===== config.mk =====
export PLATFORM = sky130hd
export DESIGN_NAME = lifo_stack
export DESIGN_NICKNAME = d
export VERILOG_FILES = /design/src/rtl/lifo_stack.sv
export SDC_FILE = /design/constraint.sdc
export NUM_CORES = 1
export LEC_CHECK = 0
export BUFFER_PORTS_ARGS = -buffer_cell sky130_fd_sc_hd__buf_2
export CAP_MARGIN = 20
export CORE_ASPECT_RATIO = 0.8
export CORE_MARGIN = 3
export CORE_UTILIZATION = 63
export CTS_CLUSTER_DIAMETER = 40
export DETAILED_ROUTE_END_ITERATION = 7
export PLACE_DENSITY = 0.84
export RECOVER_POWER = 25
export SKIP_LAST_GASP = 1
export SLEW_MARGIN = 10
export SYNTH_ARGS = -nofsm -noshare
export SYNTH_HDL_FRONTEND = slang
export SYNTH_SLANG_ARGS = --single-unit

===== constraint.sdc =====
create_clock -name Clk -period 4.5 [get_ports Clk]
set_input_delay 0 -clock Clk [delete_from_list [all_inputs] [get_ports Clk]]
set_output_delay 0 -clock Clk [all_outputs]
set_load 0.02 [all_outputs]

===== src/rtl/lifo_stack.sv =====
// rtl/lifo_stack.sv - parametrised LIFO stack with registered top-of-stack, occupancy and sticky error flags
module lifo_stack #(
    parameter int DATA_W = 8,
    parameter int DEPTH  = 8,
    parameter int PTR_W  = $clog2(DEPTH)
) (
    input  logic              Clk,
    input  logic              Rst,
    input  logic              PUSH,
    input  logic              POP,
    input  logic              CLR_ERR,
    input  logic [DATA_W-1:0] DIN,
    output logic [DATA_W-1:0] TOS,
    output logic [PTR_W-1:0]  SP,
    output logic [PTR_W:0]    COUNT,
    output logic              FULL,
    output logic              EMPTY,
    output logic              OVF,
    output logic              UDF
);

    localparam int CNT_W = PTR_W + 1;
    localparam logic [CNT_W-1:0] CNT_DEPTH = CNT_W'(DEPTH);
    localparam logic [CNT_W-1:0] CNT_ONE   = CNT_W'(1);
    localparam logic [PTR_W-1:0] PTR_ONE   = PTR_W'(1);
    localparam logic [PTR_W-1:0] PTR_TWO   = PTR_W'(2);

    logic [DATA_W-1:0] mem [DEPTH];
    logic [CNT_W-1:0]  count_q;
    logic [DATA_W-1:0] tos_q;
    logic              ovf_q;
    logic              udf_q;

    logic              full;
    logic              empty;
    logic              do_push;
    logic              do_pop;
    logic              do_repl;
    logic              ovf_evt;
    logic              udf_evt;
    logic              mem_we;
    logic [PTR_W-1:0]  top_idx;
    logic [PTR_W-1:0]  below_idx;
    logic [PTR_W-1:0]  wr_idx;

    assign full  = (count_q == CNT_DEPTH);
    assign empty = (count_q == '0);

    // Indices wrap modulo 2**PTR_W, which is exact because COUNT never exceeds DEPTH.
    assign top_idx   = count_q[PTR_W-1:0] - PTR_ONE;
    assign below_idx = count_q[PTR_W-1:0] - PTR_TWO;

    // PUSH+POP on an empty stack degenerates into a plain push.
    always_comb begin
        do_push = 1'b0;
        do_pop  = 1'b0;
        do_repl = 1'b0;
        ovf_evt = 1'b0;
        udf_evt = 1'b0;
        unique case ({PUSH, POP})
            2'b10: begin
                do_push = !full;
                ovf_evt = full;
            end
            2'b01: begin
                do_pop  = !empty;
                udf_evt = empty;
            end
            2'b11: begin
                do_push = empty;
                do_repl = !empty;
            end
            default: ;
        endcase
    end

    assign mem_we = do_push || do_repl;
    assign wr_idx = do_repl ? top_idx : count_q[PTR_W-1:0];

    // Storage carries no reset; stale entries are unreachable once COUNT is cleared.
    always_ff @(negedge Clk) begin
        if (mem_we) begin
            mem[wr_idx] <= DIN;
        end
    end

    always_ff @(negedge Clk or posedge Rst) begin
        if (Rst) begin
            count_q <= '0;
            tos_q   <= '0;
            ovf_q   <= 1'b0;
            udf_q   <= 1'b0;
        end else begin
            if (do_push) begin
                count_q <= count_q + CNT_ONE;
                tos_q   <= DIN;
            end else if (do_repl) begin
                tos_q   <= DIN;
            end else if (do_pop) begin
                count_q <= count_q - CNT_ONE;
                tos_q   <= (count_q == CNT_ONE) ? '0 : mem[below_idx];
            end

            // A new error on the same edge as CLR_ERR keeps its flag set.
            if (CLR_ERR) begin
                ovf_q <= 1'b0;
                udf_q <= 1'b0;
            end
            if (ovf_evt) begin
                ovf_q <= 1'b1;
            end
            if (udf_evt) begin
                udf_q <= 1'b1;
            end
        end
    end

    assign TOS   = tos_q;
    assign COUNT = count_q;
    assign SP    = empty ? '0 : top_idx;
    assign FULL  = full;
    assign EMPTY = empty;
    assign OVF   = ovf_q;
    assign UDF   = udf_q;

endmodule


==> results of run 1 <==
layer usage:
| layer | global-route usage [%] | up-vias |
|---|---|---|
| met5 | 0 | - |
| met4 | 12.2 | 0 |
| met3 | 9.08 | 16 |
| met2 | 38.9 | 130 |
| met1 | 35.1 | 1106 |
| li1 | - | 1063 |
power by group through the flow:
stage,Combinational [mW],Sequential [mW],Clock [mW]
final,0.986,1.05,0.764
after floorplan,0.689,1.08,0.0860
after global routing,1.07,1.06,0.859
after CTS,0.990,1.04,0.776
after global placement,0.961,1.04,0.0860
after detailed placement,0.984,1.05,0.0860
kinds of logic (layout without fill, tap and decap cells):
kind of cell	Yosys count	in the layout	share of synthesized area, %
flip-flops	78	78	65.6
AO/OA/AOI/OAI	37	37	8.38
buffers and inverters	37	150	5.09
multiplexers	19	19	11.6
adder cells (fa/ha/maj)	7	7	2.53
AND/OR/NAND/NOR	32	32	5.09
XOR/XNOR	7	7	1.77
synth_stat cells, drive strengths merged (2+ instances only):
library cell / n
ha: 7
xnor2: 4
o21ai: 3
nand2: 2
a211oi: 2
nor2b: 2
xor2: 3
nand2b: 3
o22ai: 8
mux2i: 3
o211ai: 3
inv: 27
dfrtn: 14
nand3: 3
nor2: 9
edfxtp: 64
buf: 10
a221o: 8
a21oi: 3
nor3: 9
mux4: 16
o2111ai: 3
worst max path at each step:
stage	startpoint	end	depth (start not counted)
after floorplan	COUNT[1]$_DFFE_NP0P_	SP[1]	6
after global placement	PUSH	mem[0][6]$_DFFE_NP_	6
after detailed placement	PUSH	mem[1][6]$_DFFE_NP_	6
after CTS	COUNT[1]$_DFFE_NP0P_	SP[2]	5
after global routing	COUNT[1]$_DFFE_NP0P_	SP[2]	5
final	COUNT[1]$_DFFE_NP0P_	SP[2]	5
sequential cells by signal, indices dropped and copies added, names as in the netlist:
signal and count:
UDF 1, TOS 8, mem 64, COUNT 4, OVF 1
per-stage QoR:
step,utilization [%],setup slack (ns),power (mW),instance area (µm²)
6_report,80.7,0.375,2.80,4160
4_1_cts,80.9,0.391,2.81,4170
2_1_floorplan,-,0.180,1.86,3470
5_1_grt,80.7,0.250,2.99,4160
3_3_place_gp,72.2,0.772,2.09,3720
3_5_place_dp,72.2,0.669,2.12,3720
worst max-delay path, stage by stage, from the launching register on:
cell and delay, ns:
dfrtn_1 0.34, inv_1 0.17, ha_1 0.34, nor3b_4 0.43, nor2_1 0.09, buf_2 0.17
final cells by class:
class                   count  area (µm²)
clock buffers              10         149
clock inverters            70         299
fillers                   296         996
inverters                  26        97.6
multi-input cells         102        1020
flip-flops and latches     78        2270
well taps                  62        77.6
repair buffers             44         243
==> metrics.cfg, run 1 <==
[outcome]
status=complete, no violations

[logic_synthesis]
netlist_top_cells_area=edfxtp_1 (55%), dfrtn_1 (10%), mux4_2 (8.4%), inv_1 (2.8%), ha_1 (2.5%)
yosysUniqueCellTypes=41
synth_seq_area_share_pct=65.6
synth-seq-cells=78
syn_area_um2=3470
netlist.top_cell.by_area=edfxtp_1
synthFlopType=edfxtp_1
synth_edf_count=64
postSynthAreaPerCell_um2=16.0
synth_top_area_share_pct=55.5
yosysWarnings=0
synth_cells=217
ys_async_sr_fraction_pct=17.9
synth_nets=237

[die]
rows=23
die_width_um=88.9
core_um2=5150
dieArea_um2=6430
boundaryPins=32
die_h_um=72.3
initial_utilization_pct=67.3

[cells_and_area]
layout_common_cells=inv_1 (89), edfxtp_1 (64), buf_2 (23)
fin_cells=392
final_common_cell=inv_1
syn2layout_area_growth_pct=19.9
drive_above_1_share_pct=20.9
nets=345
n_antenna_cell=0

[clock_network]
post_cts_resized=0
cts_buffers=9
cts_tree=done
clk_latency_ns=0.43
clkTransAtPathRegs_ns=0.06
cts.sinks=78
postCtsSetupBuffers=0
root_buffer=clkbuf_8
htreeDepth=3
clockBufferDepth=2
hold_buffers=0

[min_path]
hp-class=flip-flop to flip-flop
holdCritStartpoint=UDF$_DFFE_NP0P_
hold_path_end=UDF$_DFFE_NP0P_
holdPathStages=1

[worst_setup_path]
crit_fanout=8
cp.arrival_ns=4.13
timing.rr.start=COUNT[1]$_DFFE_NP0P_
critPathCaptureType=output port
reg2regPathDepth=7
rrSetupSlack_ns=2.14
critPathLaunchType=flip-flop
r2r-end=mem[3][0]$_DFFE_NP_
worstSetupPathType=flip-flop to output port
crit_required_ns=4.50

[power]
power_density_nw_per_um2=673
p_clk_share_pct=27.3
switching_power_mw=1.11
p_int_mw=1.68
leakage_nw=1.84
pwr-share-seq_pct=37.4
ir_drop_v=0.000392
p_comb_share_pct=35.3
switching_share_pct=39.8

[routing]
drc=0
drt_iter0_drc=231
wl_met3_um=595
met2WireLength_um=3740
routed.top_layer=met4
via_per_inst=5.91
postRouteAntennaNets=0
drtPass1Iterations=5
wl_um=7560
drt-met1-wl_um=3110
drt-wirelength-per-cell_um=19.3
vias=2315

[timing]
slew_headroom_pct=49.2
hold-worst-slack_ns=0.436
timing_hold_violations_final=0
tightest_slew_ns=0.759
fin_setup_tns_ns=0
setup_viol=0
grt_setup_unrepaired=no
fin_skew_ns=0.0976
slew_viol_final=0

[global_routing]
overflow=0
antenna_found_initial=0
grt_start_max_net_pins=27
grt_first_pass_wirelength_um=11800
grt_use_total_pct=26.2
grt_pass1_vias=2365

[placed_design]
place_congestion=0.832
dp_hpwl_um=4570
port_buffers=31
placed_cells=313

[flow_run]
drv_cap=0

No activity file was read; power rests on OpenSTA's default activity.
==> run 2, diff against run 1 <==
Settings changed: CORE_UTILIZATION 63 to 59, PLACE_DENSITY 0.84 to 0.79.
Clock period 4.5 ns to 4.1 ns, I/O delays scaled along.
==> metrics.cfg, run 2 (synthesized netlist as in run 1, its figures left out) <==
[cells_and_area]
drive_above_1_share_pct=20.2
nets=342
syn2layout_area_growth_pct=19.1
n_antenna_cell=0
layout_common_cells=inv_1 (89), edfxtp_1 (64), buf_2 (23)
largest_register_ffs=64
fin_cells=405
nFillCells=363
final_common_cell=inv_1
ff_latch_area_um2=2270
regMostFlops=mem
final_area_um2=4130
multi_input_area_um2=1020

[placed_design]
port_buffers=31
dp_hpwl_um=4660
place_congestion=0.792
placed_cells=326
placed_cell_area_um2=3720

[clock_network]
clk_latency_ns=0.41
cts_buffers=9
root_buffer=clkbuf_8
cts.sinks=78
hold_buffers=0
clkTransAtPathRegs_ns=0.06
postCtsSetupBuffers=0
cts_tree=done
htreeDepth=3
post_cts_resized=0
clockBufferDepth=2

[worst_setup_path]
critPathLaunchType=flip-flop
r2r-end=mem[1][3]$_DFFE_NP_
crit_slowest_cell=nor3b_4
crit_chain=inv_1 > ha_1 > nor3b_4 > nor2_1 > buf_2
crit_fanout=8
crit_required_ns=4.10
critPathCaptureType=output port
worstSetupPathType=flip-flop to output port
timing.rr.start=COUNT[1]$_DFFE_NP0P_
rrSetupSlack_ns=1.83
critPathMaxStageDelay_ns=0.40
cp.arrival_ns=3.90
reg2regPathDepth=7

[die]
rows=24
die_width_um=91.7
die_h_um=74.6
initial_utilization_pct=62.4
core_um2=5560
boundaryPins=32
dieArea_um2=6840

[routing]
drt-wirelength-per-cell_um=17.8
drt_iter0_drc=206
postRouteAntennaNets=0
vias=2273
drtPass1Iterations=5
wl_um=7200
via_per_inst=5.61
drc=0

[global_routing]
antenna_found_initial=0
overflow=0
grt_start_max_net_pins=27
grt_pass1_vias=2277
grt_first_pass_wirelength_um=11500
grt_use_total_pct=22.7

[power]
leakage_nw=1.81
p_total_mw=2.99
power_density_nw_per_um2=724
ir_drop_v=0.000418

[timing]
fin_skew_ns=0.0769
setup_viol=0
fin_setup_tns_ns=0
tightest_slew_ns=0.801
timing_hold_violations_final=0
slew_viol_final=0
slew_headroom_pct=46.4
grt_setup_unrepaired=no

[min_path]
hp-class=flip-flop to flip-flop
holdPathStages=1
holdCritStartpoint=UDF$_DFFE_NP0P_
hold_path_end=UDF$_DFFE_NP0P_

[flow_run]
drv_cap=0

[outcome]
status=complete, no violations

run 2: changes by cell type in the layout (fill, tap and decap cells not counted), sizes merged:
cell,change
clkinv,-2
clkbuf,-1
inv,+3
buf,-3
run 2: final cells by class:
class | count | area share (%)
clock buffers | 9 | 3.00
clock inverters | 71 | 7.24
inverters | 26 | 2.36
multi-input cells | 102 | 24.6
flip-flops and latches | 78 | 55.0
well taps | 78 | 2.36
repair buffers | 41 | 5.33
run 2: metrics by stage:
stage | worst slack [ns] | hold slack [ns] | utilization [%]
5_1_grt | 0.114 | 0.473 | 74.3
4_1_cts | 0.215 | 0.444 | 74.5
2_1_floorplan | 0.160 | 0.550 | -
6_report | 0.200 | 0.434 | 74.3
3_5_place_dp | 0.503 | 0.444 | 66.9
3_3_place_gp | 0.561 | 0.437 | 66.9
run 2: how the worst max path moves through the flow:
| stage | from | to | depth (start not counted) | slack [ns] |
|---|---|---|---|---|
| 2_1_floorplan | COUNT[1]$_DFFE_NP0P_ | SP[1] | 6 | 0.16 |
| 3_3_place_gp | PUSH | mem[1][2]$_DFFE_NP_ | 6 | 0.56 |
| 3_5_place_dp | PUSH | mem[7][2]$_DFFE_NP_ | 6 | 0.50 |
| 4_1_cts | COUNT[1]$_DFFE_NP0P_ | SP[1] | 5 | 0.22 |
| 5_1_grt | COUNT[1]$_DFFE_NP0P_ | SP[1] | 5 | 0.11 |
| 6_report | COUNT[1]$_DFFE_NP0P_ | SP[1] | 5 | 0.20 |
run 2: power breakdown:
group          leakage (nW)  total [mW]  internal, mW  switching (mW)
Combinational         0.624        1.07         0.439           0.628
Clock                 0.437       0.780         0.314           0.466
Sequential            0.753        1.14          1.05          0.0938
run 2: critical path, delay by kind of cell (launching register included):
kind / cells / cell delay, ns
simple gates: 2 / 0.49
buf+inv: 2 / 0.35
flops: 1 / 0.34
fa+ha+maj: 1 / 0.33
run 2: layer usage:
metal | track usage (%) | wire length, µm | up-vias
met5 | 0 | 0 | -
met4 | 8.90 | 77 | 0
met3 | 6.88 | 683 | 11
met2 | 35.4 | 3380 | 117
met1 | 30.9 | 3060 | 1091
li1 | - | - | 1054
